File: src/rtl/id_ex_hazard_ctrl_pkg.sv
// id_ex_hazard_ctrl_pkg
//   Shared definitions for the load-use hazard controller: register-field
//   width, FSM state encodings, MEM_CTRL bit layout and the output bundle.
//   Optional feature macro used by the top: HAZARD_PERF_CNT_EN.
package id_ex_hazard_ctrl_pkg;

    localparam int unsigned R_WIDTH      = 5;

    // MEM_CTRL field of ID/EX: {MemRead, MemWrite}
    localparam int unsigned MEM_CTRL_W   = 2;
    localparam int unsigned MEM_READ_BIT = 1;

    typedef enum logic {
        HZ_RUN   = 1'b0,
        HZ_STALL = 1'b1
    } hz_state_e;

    typedef struct packed {
        logic pc_write;
        logic if_id_write;
        logic if_id_flush;
        logic id_ex_bubble;
    } hz_out_t;

endpackage

File: src/rtl/id_ex_hazard_ctrl_if.sv
// id_ex_hazard_ctrl_if
//   Signal bundle between the ID stage / ID-EX register and the hazard
//   controller.
//   master : pipeline side (drives decode/EX fields, consumes enables)
//   slave  : hazard controller
interface id_ex_hazard_ctrl_if;
    import id_ex_hazard_ctrl_pkg::*;

    logic [R_WIDTH-1:0] id_rs_i;
    logic [R_WIDTH-1:0] id_rt_i;
    logic               id_uses_rs_i;
    logic               id_uses_rt_i;
    logic               ex_mem_read_i;
    logic [R_WIDTH-1:0] ex_rt_i;
    logic               branch_taken_i;
    logic               pc_write_o;
    logic               if_id_write_o;
    logic               if_id_flush_o;
    logic               id_ex_bubble_o;

    modport master (
        output id_rs_i, id_rt_i, id_uses_rs_i, id_uses_rt_i,
               ex_mem_read_i, ex_rt_i, branch_taken_i,
        input  pc_write_o, if_id_write_o, if_id_flush_o, id_ex_bubble_o
    );

    modport slave (
        input  id_rs_i, id_rt_i, id_uses_rs_i, id_uses_rt_i,
               ex_mem_read_i, ex_rt_i, branch_taken_i,
        output pc_write_o, if_id_write_o, if_id_flush_o, id_ex_bubble_o
    );

endinterface

File: src/rtl/id_ex_hazard_ctrl_load_use_cmp.sv
// load_use_cmp
//   Combinational load-use compare: flags a hazard when the load in EX
//   writes a non-zero register that the ID instruction actually reads.
//   Ports: ex_mem_read_i, ex_rt_i, id_rs_i, id_rt_i, id_uses_rs_i,
//          id_uses_rt_i -> hazard_o
module load_use_cmp
    import id_ex_hazard_ctrl_pkg::*;
(
    input  logic               ex_mem_read_i,
    input  logic [R_WIDTH-1:0] ex_rt_i,
    input  logic [R_WIDTH-1:0] id_rs_i,
    input  logic [R_WIDTH-1:0] id_rt_i,
    input  logic               id_uses_rs_i,
    input  logic               id_uses_rt_i,
    output logic               hazard_o
);

    logic rs_hit, rt_hit;

    assign rs_hit   = id_uses_rs_i && (id_rs_i == ex_rt_i);
    assign rt_hit   = id_uses_rt_i && (id_rt_i == ex_rt_i);
    // r0 is hardwired zero, a load into it never creates a dependency
    assign hazard_o = ex_mem_read_i && (ex_rt_i != '0) && (rs_hit || rt_hit);

endmodule

File: src/rtl/id_ex_hazard_ctrl.sv
// id_ex_hazard_ctrl
//   Load-use hazard controller beside the ID stage. Freezes PC and IF/ID and
//   injects LOAD_LAT bubbles into ID/EX per load-use hazard; flushes IF/ID and
//   ID/EX on a taken branch.
//   Ports: clk_i, rst_n_i (sync, active low), hz (slave modport of
//          id_ex_hazard_ctrl_if), stall_cycles_o (HAZARD_PERF_CNT_EN only).
//   Optional feature macro: HAZARD_PERF_CNT_EN (saturating bubble counter).
module id_ex_hazard_ctrl
    import id_ex_hazard_ctrl_pkg::*;
#(
    parameter int unsigned LOAD_LAT = 1,
    parameter int unsigned CNT_W    = 32
) (
    input  logic             clk_i,
    input  logic             rst_n_i,
    id_ex_hazard_ctrl_if.slave hz
`ifdef HAZARD_PERF_CNT_EN
    ,
    output logic [CNT_W-1:0] stall_cycles_o
`endif
);

    if (LOAD_LAT < 1 || LOAD_LAT > 15) begin : g_bad_lat
        $error("LOAD_LAT must be within 1..15");
    end
    if (CNT_W < 1) begin : g_bad_cnt_w
        $error("CNT_W must be at least 1");
    end

    // first hazard cycle is the current one, so STALL covers LOAD_LAT-1 more
    localparam bit         MULTI    = (LOAD_LAT > 1);
    localparam logic [3:0] CNT_INIT = MULTI ? 4'(LOAD_LAT - 2) : 4'd0;

    hz_state_e  state_q, state_d;
    logic [3:0] cnt_q, cnt_d;
    logic       hazard;
    hz_out_t    out;

    load_use_cmp u_cmp (
        .ex_mem_read_i (hz.ex_mem_read_i),
        .ex_rt_i       (hz.ex_rt_i),
        .id_rs_i       (hz.id_rs_i),
        .id_rt_i       (hz.id_rt_i),
        .id_uses_rs_i  (hz.id_uses_rs_i),
        .id_uses_rt_i  (hz.id_uses_rt_i),
        .hazard_o      (hazard)
    );

    always_ff @(posedge clk_i) begin
        if (!rst_n_i) begin
            state_q <= HZ_RUN;
            cnt_q   <= 4'd0;
        end else begin
            state_q <= state_d;
            cnt_q   <= cnt_d;
        end
    end

    always_comb begin
        state_d = state_q;
        cnt_d   = cnt_q;
        if (hz.branch_taken_i) begin
            state_d = HZ_RUN;
            cnt_d   = 4'd0;
        end else if (state_q == HZ_STALL) begin
            if (cnt_q == 4'd0) state_d = HZ_RUN;
            else               cnt_d   = cnt_q - 4'd1;
        end else if (hazard && MULTI) begin
            state_d = HZ_STALL;
            cnt_d   = CNT_INIT;
        end
    end

    // hazard in RUN bubbles in the same cycle (Mealy); STALL ignores ID
    always_comb begin
        out = '{pc_write: 1'b1, if_id_write: 1'b1, if_id_flush: 1'b0, id_ex_bubble: 1'b0};
        if (!rst_n_i)
            out = '{pc_write: 1'b0, if_id_write: 1'b0, if_id_flush: 1'b0, id_ex_bubble: 1'b1};
        else if (hz.branch_taken_i)
            out = '{pc_write: 1'b1, if_id_write: 1'b1, if_id_flush: 1'b1, id_ex_bubble: 1'b1};
        else if (state_q == HZ_STALL || hazard)
            out = '{pc_write: 1'b0, if_id_write: 1'b0, if_id_flush: 1'b0, id_ex_bubble: 1'b1};
    end

    assign hz.pc_write_o     = out.pc_write;
    assign hz.if_id_write_o  = out.if_id_write;
    assign hz.if_id_flush_o  = out.if_id_flush;
    assign hz.id_ex_bubble_o = out.id_ex_bubble;

`ifdef HAZARD_PERF_CNT_EN
    logic [CNT_W-1:0] perf_q;

    // counts hazard bubbles only; branch-flush bubbles are excluded
    always_ff @(posedge clk_i) begin
        if (!rst_n_i)
            perf_q <= '0;
        else if (out.id_ex_bubble && !out.if_id_flush && perf_q != '1)
            perf_q <= perf_q + 1'b1;
    end

    assign stall_cycles_o = perf_q;
`endif

endmodule
File: src/flat_wrapper.sv
// flat-port wrapper written by rule: the top's interface ports become plain ports
module id_ex_hazard_ctrl_flat import id_ex_hazard_ctrl_pkg::*;
#(
    parameter int unsigned LOAD_LAT = 1,
    parameter int unsigned CNT_W    = 32
)
  (clk_i, rst_n_i, hz_id_rs_i, hz_id_rt_i, hz_id_uses_rs_i, hz_id_uses_rt_i, hz_ex_mem_read_i, hz_ex_rt_i, hz_branch_taken_i, hz_pc_write_o, hz_if_id_write_o, hz_if_id_flush_o, hz_id_ex_bubble_o);
  id_ex_hazard_ctrl_if hz_i ();
  input  logic clk_i;
  input  logic rst_n_i;
  input wire logic [$bits(hz_i.id_rs_i)-1:0] hz_id_rs_i;
  input wire logic [$bits(hz_i.id_rt_i)-1:0] hz_id_rt_i;
  input wire logic [$bits(hz_i.id_uses_rs_i)-1:0] hz_id_uses_rs_i;
  input wire logic [$bits(hz_i.id_uses_rt_i)-1:0] hz_id_uses_rt_i;
  input wire logic [$bits(hz_i.ex_mem_read_i)-1:0] hz_ex_mem_read_i;
  input wire logic [$bits(hz_i.ex_rt_i)-1:0] hz_ex_rt_i;
  input wire logic [$bits(hz_i.branch_taken_i)-1:0] hz_branch_taken_i;
  output wire logic [$bits(hz_i.pc_write_o)-1:0] hz_pc_write_o;
  output wire logic [$bits(hz_i.if_id_write_o)-1:0] hz_if_id_write_o;
  output wire logic [$bits(hz_i.if_id_flush_o)-1:0] hz_if_id_flush_o;
  output wire logic [$bits(hz_i.id_ex_bubble_o)-1:0] hz_id_ex_bubble_o;
  assign hz_i.id_rs_i = hz_id_rs_i;
  assign hz_i.id_rt_i = hz_id_rt_i;
  assign hz_i.id_uses_rs_i = hz_id_uses_rs_i;
  assign hz_i.id_uses_rt_i = hz_id_uses_rt_i;
  assign hz_i.ex_mem_read_i = hz_ex_mem_read_i;
  assign hz_i.ex_rt_i = hz_ex_rt_i;
  assign hz_i.branch_taken_i = hz_branch_taken_i;
  assign hz_pc_write_o = hz_i.pc_write_o;
  assign hz_if_id_write_o = hz_i.if_id_write_o;
  assign hz_if_id_flush_o = hz_i.if_id_flush_o;
  assign hz_id_ex_bubble_o = hz_i.id_ex_bubble_o;
  id_ex_hazard_ctrl #(.LOAD_LAT(LOAD_LAT), .CNT_W(CNT_W)) u_core (.clk_i(clk_i), .rst_n_i(rst_n_i), .hz(hz_i));
endmodule
File: config.mk
export PLATFORM = sky130hd
export DESIGN_NAME = id_ex_hazard_ctrl_flat
export DESIGN_NICKNAME = d
export VERILOG_FILES = /design/src/rtl/id_ex_hazard_ctrl_pkg.sv /design/src/rtl/id_ex_hazard_ctrl_if.sv /design/src/rtl/id_ex_hazard_ctrl_load_use_cmp.sv /design/src/rtl/id_ex_hazard_ctrl.sv /design/src/flat_wrapper.sv
export SDC_FILE = /design/constraint.sdc
export NUM_CORES = 1
export LEC_CHECK = 0
export CORE_AREA = 2 2 39 41
export CTS_CLUSTER_DIAMETER = 80
export CTS_CLUSTER_SIZE = 40
export DETAILED_ROUTE_END_ITERATION = 6
export DIE_AREA = 0 0 41 43
export PLACE_DENSITY = 0.73
export RECOVER_POWER = 50
export SYNTH_ARGS = -nofsm -noshare
export SYNTH_HDL_FRONTEND = slang
export SYNTH_SLANG_ARGS = --single-unit
File: constraint.sdc
create_clock -name clk_i -period 2.15 [get_ports clk_i]
set_input_delay 0.43 -clock clk_i [delete_from_list [all_inputs] [get_ports clk_i]]
set_output_delay 0.43 -clock clk_i [all_outputs]
set_load 0.005 [all_outputs]
## Word level (Yosys, flattened, before mapping)

Index checks and enable logic that the tools add are counted.
W data, S select, Z words.

| word-level totals | value |
|---|---|
| output and inout port bits | 4 |
| register bits | 5 |
| bits of input ports | 21 |

| cells by class | value |
|---|---|
| equality and inequality tests | 2 |
| reduce and logical (&&, ||, !) cells | 11 |
| bitwise gates (word level) | 3 |
| muxes and demuxes | 4 |
| add/sub/neg operators | 1 |

Operators with widths:

| operator | number |
|---|---|
| $mux W4 | 3 |
| $eq A5 B5 Y1 | 2 |
| $reduce_bool A5 Y1 | 1 |
| $logic_and A1 B1 Y1 | 4 |
| $logic_not A4 Y1 | 1 |
| $sub A4 B1 Y4 const B | 1 |
| $not A1 Y1 | 3 |
| $reduce_or A3 Y1 | 1 |
| $logic_or A1 B1 Y1 | 2 |
| $reduce_and A2 Y1 | 1 |
| $reduce_or A2 Y1 | 1 |
| $mux W1 | 1 |

## Depth between registers and ports, before layout

Gate-level depths: netlist (run 1).

| logic depth | value |
|---|---|
| word-level depth | 8 |
| depth in mapped cells | 6 |

## Modules after synthesis

A second synthesis (run 1) with hierarchy kept.

| unflattened totals | value |
|---|---|
| cells, all modules | 47 |
| area total of the unflattened synthesis | 387.9 um2 |

Modules (own cells, without submodules):

| module | cells each | instances | area each (um2) |
|---|---|---|---|
| id_ex_hazard_ctrl | 30 | 1 | 254.0 |
| load_use_cmp | 17 | 1 | 133.9 |

## Worst setup path after synthesis (run 1)

OpenSTA, ideal clock, no wires.

| timing | value |
|---|---|
| kind | input to output |
| from | input hz_ex_rt_i[2] |
| to | output hz_pc_write_o |
| stages on the path | 5 |
| required time | 1.720 ns |
| setup slack | 0.304 ns |
| data arrival time | 1.416 ns |
| buffers on the path | 1 |
| cell sequence | xor2_1 > nor4_2 > a32oi_1 > o311a_1 > buf_4 |

| on the way | value |
|---|---|
| longest elaborated chain between the ends | 8 |
| elaborated cells on any way between the ends | 12 |
| classes of those cells | eq/ne (2); mux (3); reduce/logical (7) |

RTL lines:

| item | RTL line | RTL |
|---|---|---|
| from (decl) | flat_wrapper.sv:16 | `input wire logic [$bits(hz_i.ex_rt_i)-1:0] hz_ex_rt_i;` |
| $eq A5 B5 Y1 (on tied branches) | id_ex_hazard_ctrl_load_use_cmp.sv:20, id_ex_hazard_ctrl_load_use_cmp.sv:21 |  |
| $logic_and A1 B1 Y1 (on tied branches) | id_ex_hazard_ctrl_load_use_cmp.sv:20, id_ex_hazard_ctrl_load_use_cmp.sv:21 |  |
| $logic_or A1 B1 Y1 | id_ex_hazard_ctrl_load_use_cmp.sv:23 | `assign hazard_o = ex_mem_read_i && (ex_rt_i != '0) && (rs_hit \|\| rt_hit);` |
| $logic_and A1 B1 Y1 * | id_ex_hazard_ctrl_load_use_cmp.sv:23 |  |
| $logic_or A1 B1 Y1 * | id_ex_hazard_ctrl.sv:81 | `else if (state_q == HZ_STALL \|\| hazard)` |
| $mux W4 * | id_ex_hazard_ctrl.sv:81 |  |
| $mux W4 * | id_ex_hazard_ctrl.sv:79 | `else if (hz.branch_taken_i)` |
| $mux W4 * | id_ex_hazard_ctrl.sv:77 | `if (!rst_n_i)` |
| to (decl) | flat_wrapper.sv:18 | `output wire logic [$bits(hz_i.pc_write_o)-1:0] hz_pc_write_o;` |

Mark *: on every way between the ends. The rest lies on a longest branch, timed or not.

## Worst setup path after layout (run 1)

| timing | value |
|---|---|
| from | input hz_ex_rt_i[0] |
| to | output hz_if_id_write_o |

| on the way | value |
|---|---|
| longest elaborated chain between the ends | 8 |
| elaborated cells on any way between the ends | 12 |
| classes of those cells | eq/ne (2); mux (3); reduce/logical (7) |

RTL lines:

| item | RTL line | RTL |
|---|---|---|
| $eq A5 B5 Y1 (on tied branches) | id_ex_hazard_ctrl_load_use_cmp.sv:20, id_ex_hazard_ctrl_load_use_cmp.sv:21 |  |
| $logic_and A1 B1 Y1 (on tied branches) | id_ex_hazard_ctrl_load_use_cmp.sv:20, id_ex_hazard_ctrl_load_use_cmp.sv:21 |  |
| $logic_or A1 B1 Y1 | id_ex_hazard_ctrl_load_use_cmp.sv:23 |  |
| $logic_and A1 B1 Y1 * | id_ex_hazard_ctrl_load_use_cmp.sv:23 |  |
| $logic_or A1 B1 Y1 * | id_ex_hazard_ctrl.sv:81 |  |
| $mux W4 * | id_ex_hazard_ctrl.sv:81 |  |
| $mux W4 * | id_ex_hazard_ctrl.sv:79 |  |
| $mux W4 * | id_ex_hazard_ctrl.sv:77 |  |
| to (decl) | flat_wrapper.sv:19 | `output wire logic [$bits(hz_i.if_id_write_o)-1:0] hz_if_id_write_o;` |

Marked as above.

==> results of run 1 <==
## kinds of logic after synthesis
kind of cell    Yosys count
xor+xnor                 13
compound gates            7
flops                     5
simple gates             16
fa+ha+maj                 1
buf+inv                   5
## what timing repair did
action	CTS	global route
pin swaps	8	4
gates cloned	0	0
endpoints found under the setup margin	3	3
resized for setup	40	4
## power groups by stage
| stage | clock network, mW | registers (mW) | logic (mW) |
|---|---|---|---|
| after floorplan | 0 | 0.0947 | 0.0245 |
| after global placement | 0 | 0.0947 | 0.0816 |
| after detailed placement | 0 | 0.0947 | 0.0821 |
| after CTS | 0.108 | 0.0931 | 0.0762 |
| after global routing | 0.111 | 0.0930 | 0.0849 |
| final | 0.103 | 0.0931 | 0.0771 |
## through the flow
stage	setup TNS [ps]	instances
after floorplan	0	47
after CTS	0	94
after global placement	-1740	90
final	0	94
after global routing	-56.4	94
after detailed placement	-1760	90
## area by class of cell
cell class              instances  area, um^2
inverters                       4        15.0
clock buffers                   4        26.3
multi-input cells              37         289
well taps                      16        20.0
repair buffers                 28         244
fillers                       138         689
flip-flops and latches          5         100
## how the worst max path moves through the flow
stage | to | slack (ps)
after detailed placement | hz_if_id_write_o | -630
after floorplan | hz_pc_write_o | 300
after global routing | hz_if_id_write_o | -30
after global placement | hz_if_id_write_o | -620
final | hz_if_id_write_o | 60
after CTS | hz_if_id_write_o | 2
## metal layers
layer | wire length [um] | vias to the layer above | share of wire
li1 | - | 221 | -
met1 | 394 | 181 | 0.41
met2 | 510 | 21 | 0.53
met3 | 57 | 0 | 0.059
met4 | 0 | 0 | 0
met5 | 0 | - | 0
## worst max-delay path, cell delays in order
cell	delay, ps
buf_6	100
buf_6	110
xor2_2	170
nor4_2	270
a32oi_1	140
o311a_1	310
buf_2	130
## sequential cells by signal, summed over array words and instances, names as in the netlist
name / flops
u_core.cnt_q: 4
u_core.state_q: 1
## layout by cell type (no fill, tap or decap), drive strengths merged, types with 2 or more instances in the layout
master          n
xor2           10
buf             9
clkdlybuf4s50   8
nor2            6
dlygate4sd2     6
dfxtp           5
clkbuf          5
inv             4
clkdlybuf4s15   4
xnor2           3
nor4            2
nand2b          2
and2            2
o21ai           2
==> flow_metrics.py, run 1 <==
metrics = {
    "clocking": {
        "cts_max_path_buffers": 2,
        "hold_buffers": 0,
        "clockRootBuffer": "clkbuf_4",
        "insertion_delay_ps": 230,
        "clk_pin_slew_ps": 40,
        "tritoncts": "yes",
        "cts.sink_count": 5,
        "htreeDepth": 1,
        "postCtsSetupBuffers": 0,
        "cts_buffers": 3,
    },
    "routing": {
        "ant_nets": 0,
        "postRouteWirelength_um": 962,
        "wire_per_inst_um": 10.2,
        "first_pass_iters": 2,
        "viasPerCell": 4.50,
        "route.vias.total": 423,
        "drt-initial-drc-count": 1,
        "drc": 0,
    },
    "grt": {
        "met2_usage": 0.209,
        "overflow": 0,
        "grt_pass1_wl_um": 1560,
        "gr-usage-all-layers": 0.129,
        "met3_usage": 0.00524,
        "busiest_layer": "met2",
        "grtUsageMet1": 0.157,
        "grt_max_degree": 6,
        "antenna_found_initial": 0,
        "grt_pass1_vias": 433,
    },
    "setup_path": {
        "crit_type": "input port to output port",
        "crit_required_ps": 1720,
        "rr_worst_depth": 6,
        "rr_startpoint": "u_core.cnt_q[0]",
        "cp.arrival_ps": 1660,
        "r2r-end": "u_core.cnt_q[3]",
        "critPathLaunchType": "input port",
        "path_max_fanout": 2,
        "endpoint_kind": "output port",
        "rrSetupSlack_ps": 830,
        "critPathLaunch": "hz_ex_rt_i[0]",
    },
    "sta": {
        "rsz0062_at_grt": "true",
        "fin_skew_ps": 1.07,
        "min_period_ps": 2090,
        "min_period_over_period": 0.973,
        "hold_viol": 0,
        "worstMarginPinSlew_ps": 391,
        "fmax_ghz": 0.478,
        "worst_slack_ps": 58.8,
        "maxSlewHeadroom": 0.736,
        "fin_hold_ws_ps": 508,
        "slew_violations": 0,
        "setup_viol": 0,
    },
    "die": {
        "die-area_mm2": 0.00176,
        "num_rows": 14,
        "die_x_um": 41,
        "core_mm2": 0.00138,
        "die_y_um": 43,
        "io-pin-count": 25,
        "initial_core_util": 0.282,
    },
    "logic_synthesis": {
        "synth_compound_area_frac": 0.128,
        "synthesis.area_um2": 390,
        "synth.most_common_cell": "xor2_1",
        "syn_nets": 69,
        "synthArstFlopShare": 0,
        "ys_seq_elements": 5,
        "synth_top_family_by_area": "XOR/XNOR gates",
        "yosys.area_share.simple": 0.234,
        "synth.area.top_cells": "dfxtp_1 26%, xor2_1 22%, xnor2_1 6.7%",
        "avgSynthCellArea_um2": 8.31,
        "synthFlopType": "dfxtp_1",
        "synthXorXnorAreaFrac": 0.292,
        "synth_edf_count": 0,
        "muxShareOfSynthArea": 0,
        "synth.distinct_cells": 23,
        "netlist_instances": 47,
        "yosys_warnings": 0,
        "synth_commonest_cells": "10 x xor2_1, 6 x nor2_1, 5 x dfxtp_1",
        "yosysTopAreaCell": "dfxtp_1",
        "yosysSeqAreaShare": 0.256,
        "synth_top_area_frac": 0.256,
        "synthAdderAreaFrac": 0.0321,
    },
    "pwr": {
        "p_int_mw": 0.211,
        "p_comb_frac": 0.282,
        "peakVddDrop_mv": 0.142,
        "power_mw": 0.273,
        "swShare": 0.227,
        "p_switching_mw": 0.0620,
        "pwr-share-seq": 0.341,
        "p_leak_nw": 0.276,
        "powerDensity_mw_per_mm2": 394,
        "p_clk_frac": 0.377,
    },
    "run_status": {
        "status": "completed",
    },
    "flow_run": {
        "cap_violations": 0,
    },
    "placed_design": {
        "gp_congestion": 0.686,
        "port_buffers": 24,
        "place_ws_ps": -635,
        "dp_hpwl_um": 777,
        "place_area_um2": 673,
    },
    "hold_path": {
        "whs_endpoint": "u_core.cnt_q[1]",
        "hp-class": "register to register",
        "hp-start": "u_core.cnt_q[1]",
        "hold_path_depth": 2,
    },
    "cells_and_area": {
        "fin_area_um2": 694,
        "layout-drive-gt1-share": 0.244,
        "synthToLayoutAreaGrowth_pct": 77.9,
        "fin_util": 0.502,
        "n_antenna_cell": 0,
        "final_nets": 101,
    },
}
Note: power is estimated with default switching activity, not from simulation.
==> run 2, diff against run 1 <==
- CAP_MARGIN: unset -> 30
==> results of run 2 <==
The final DEF is identical to that of run 1; final timing and power are the same.
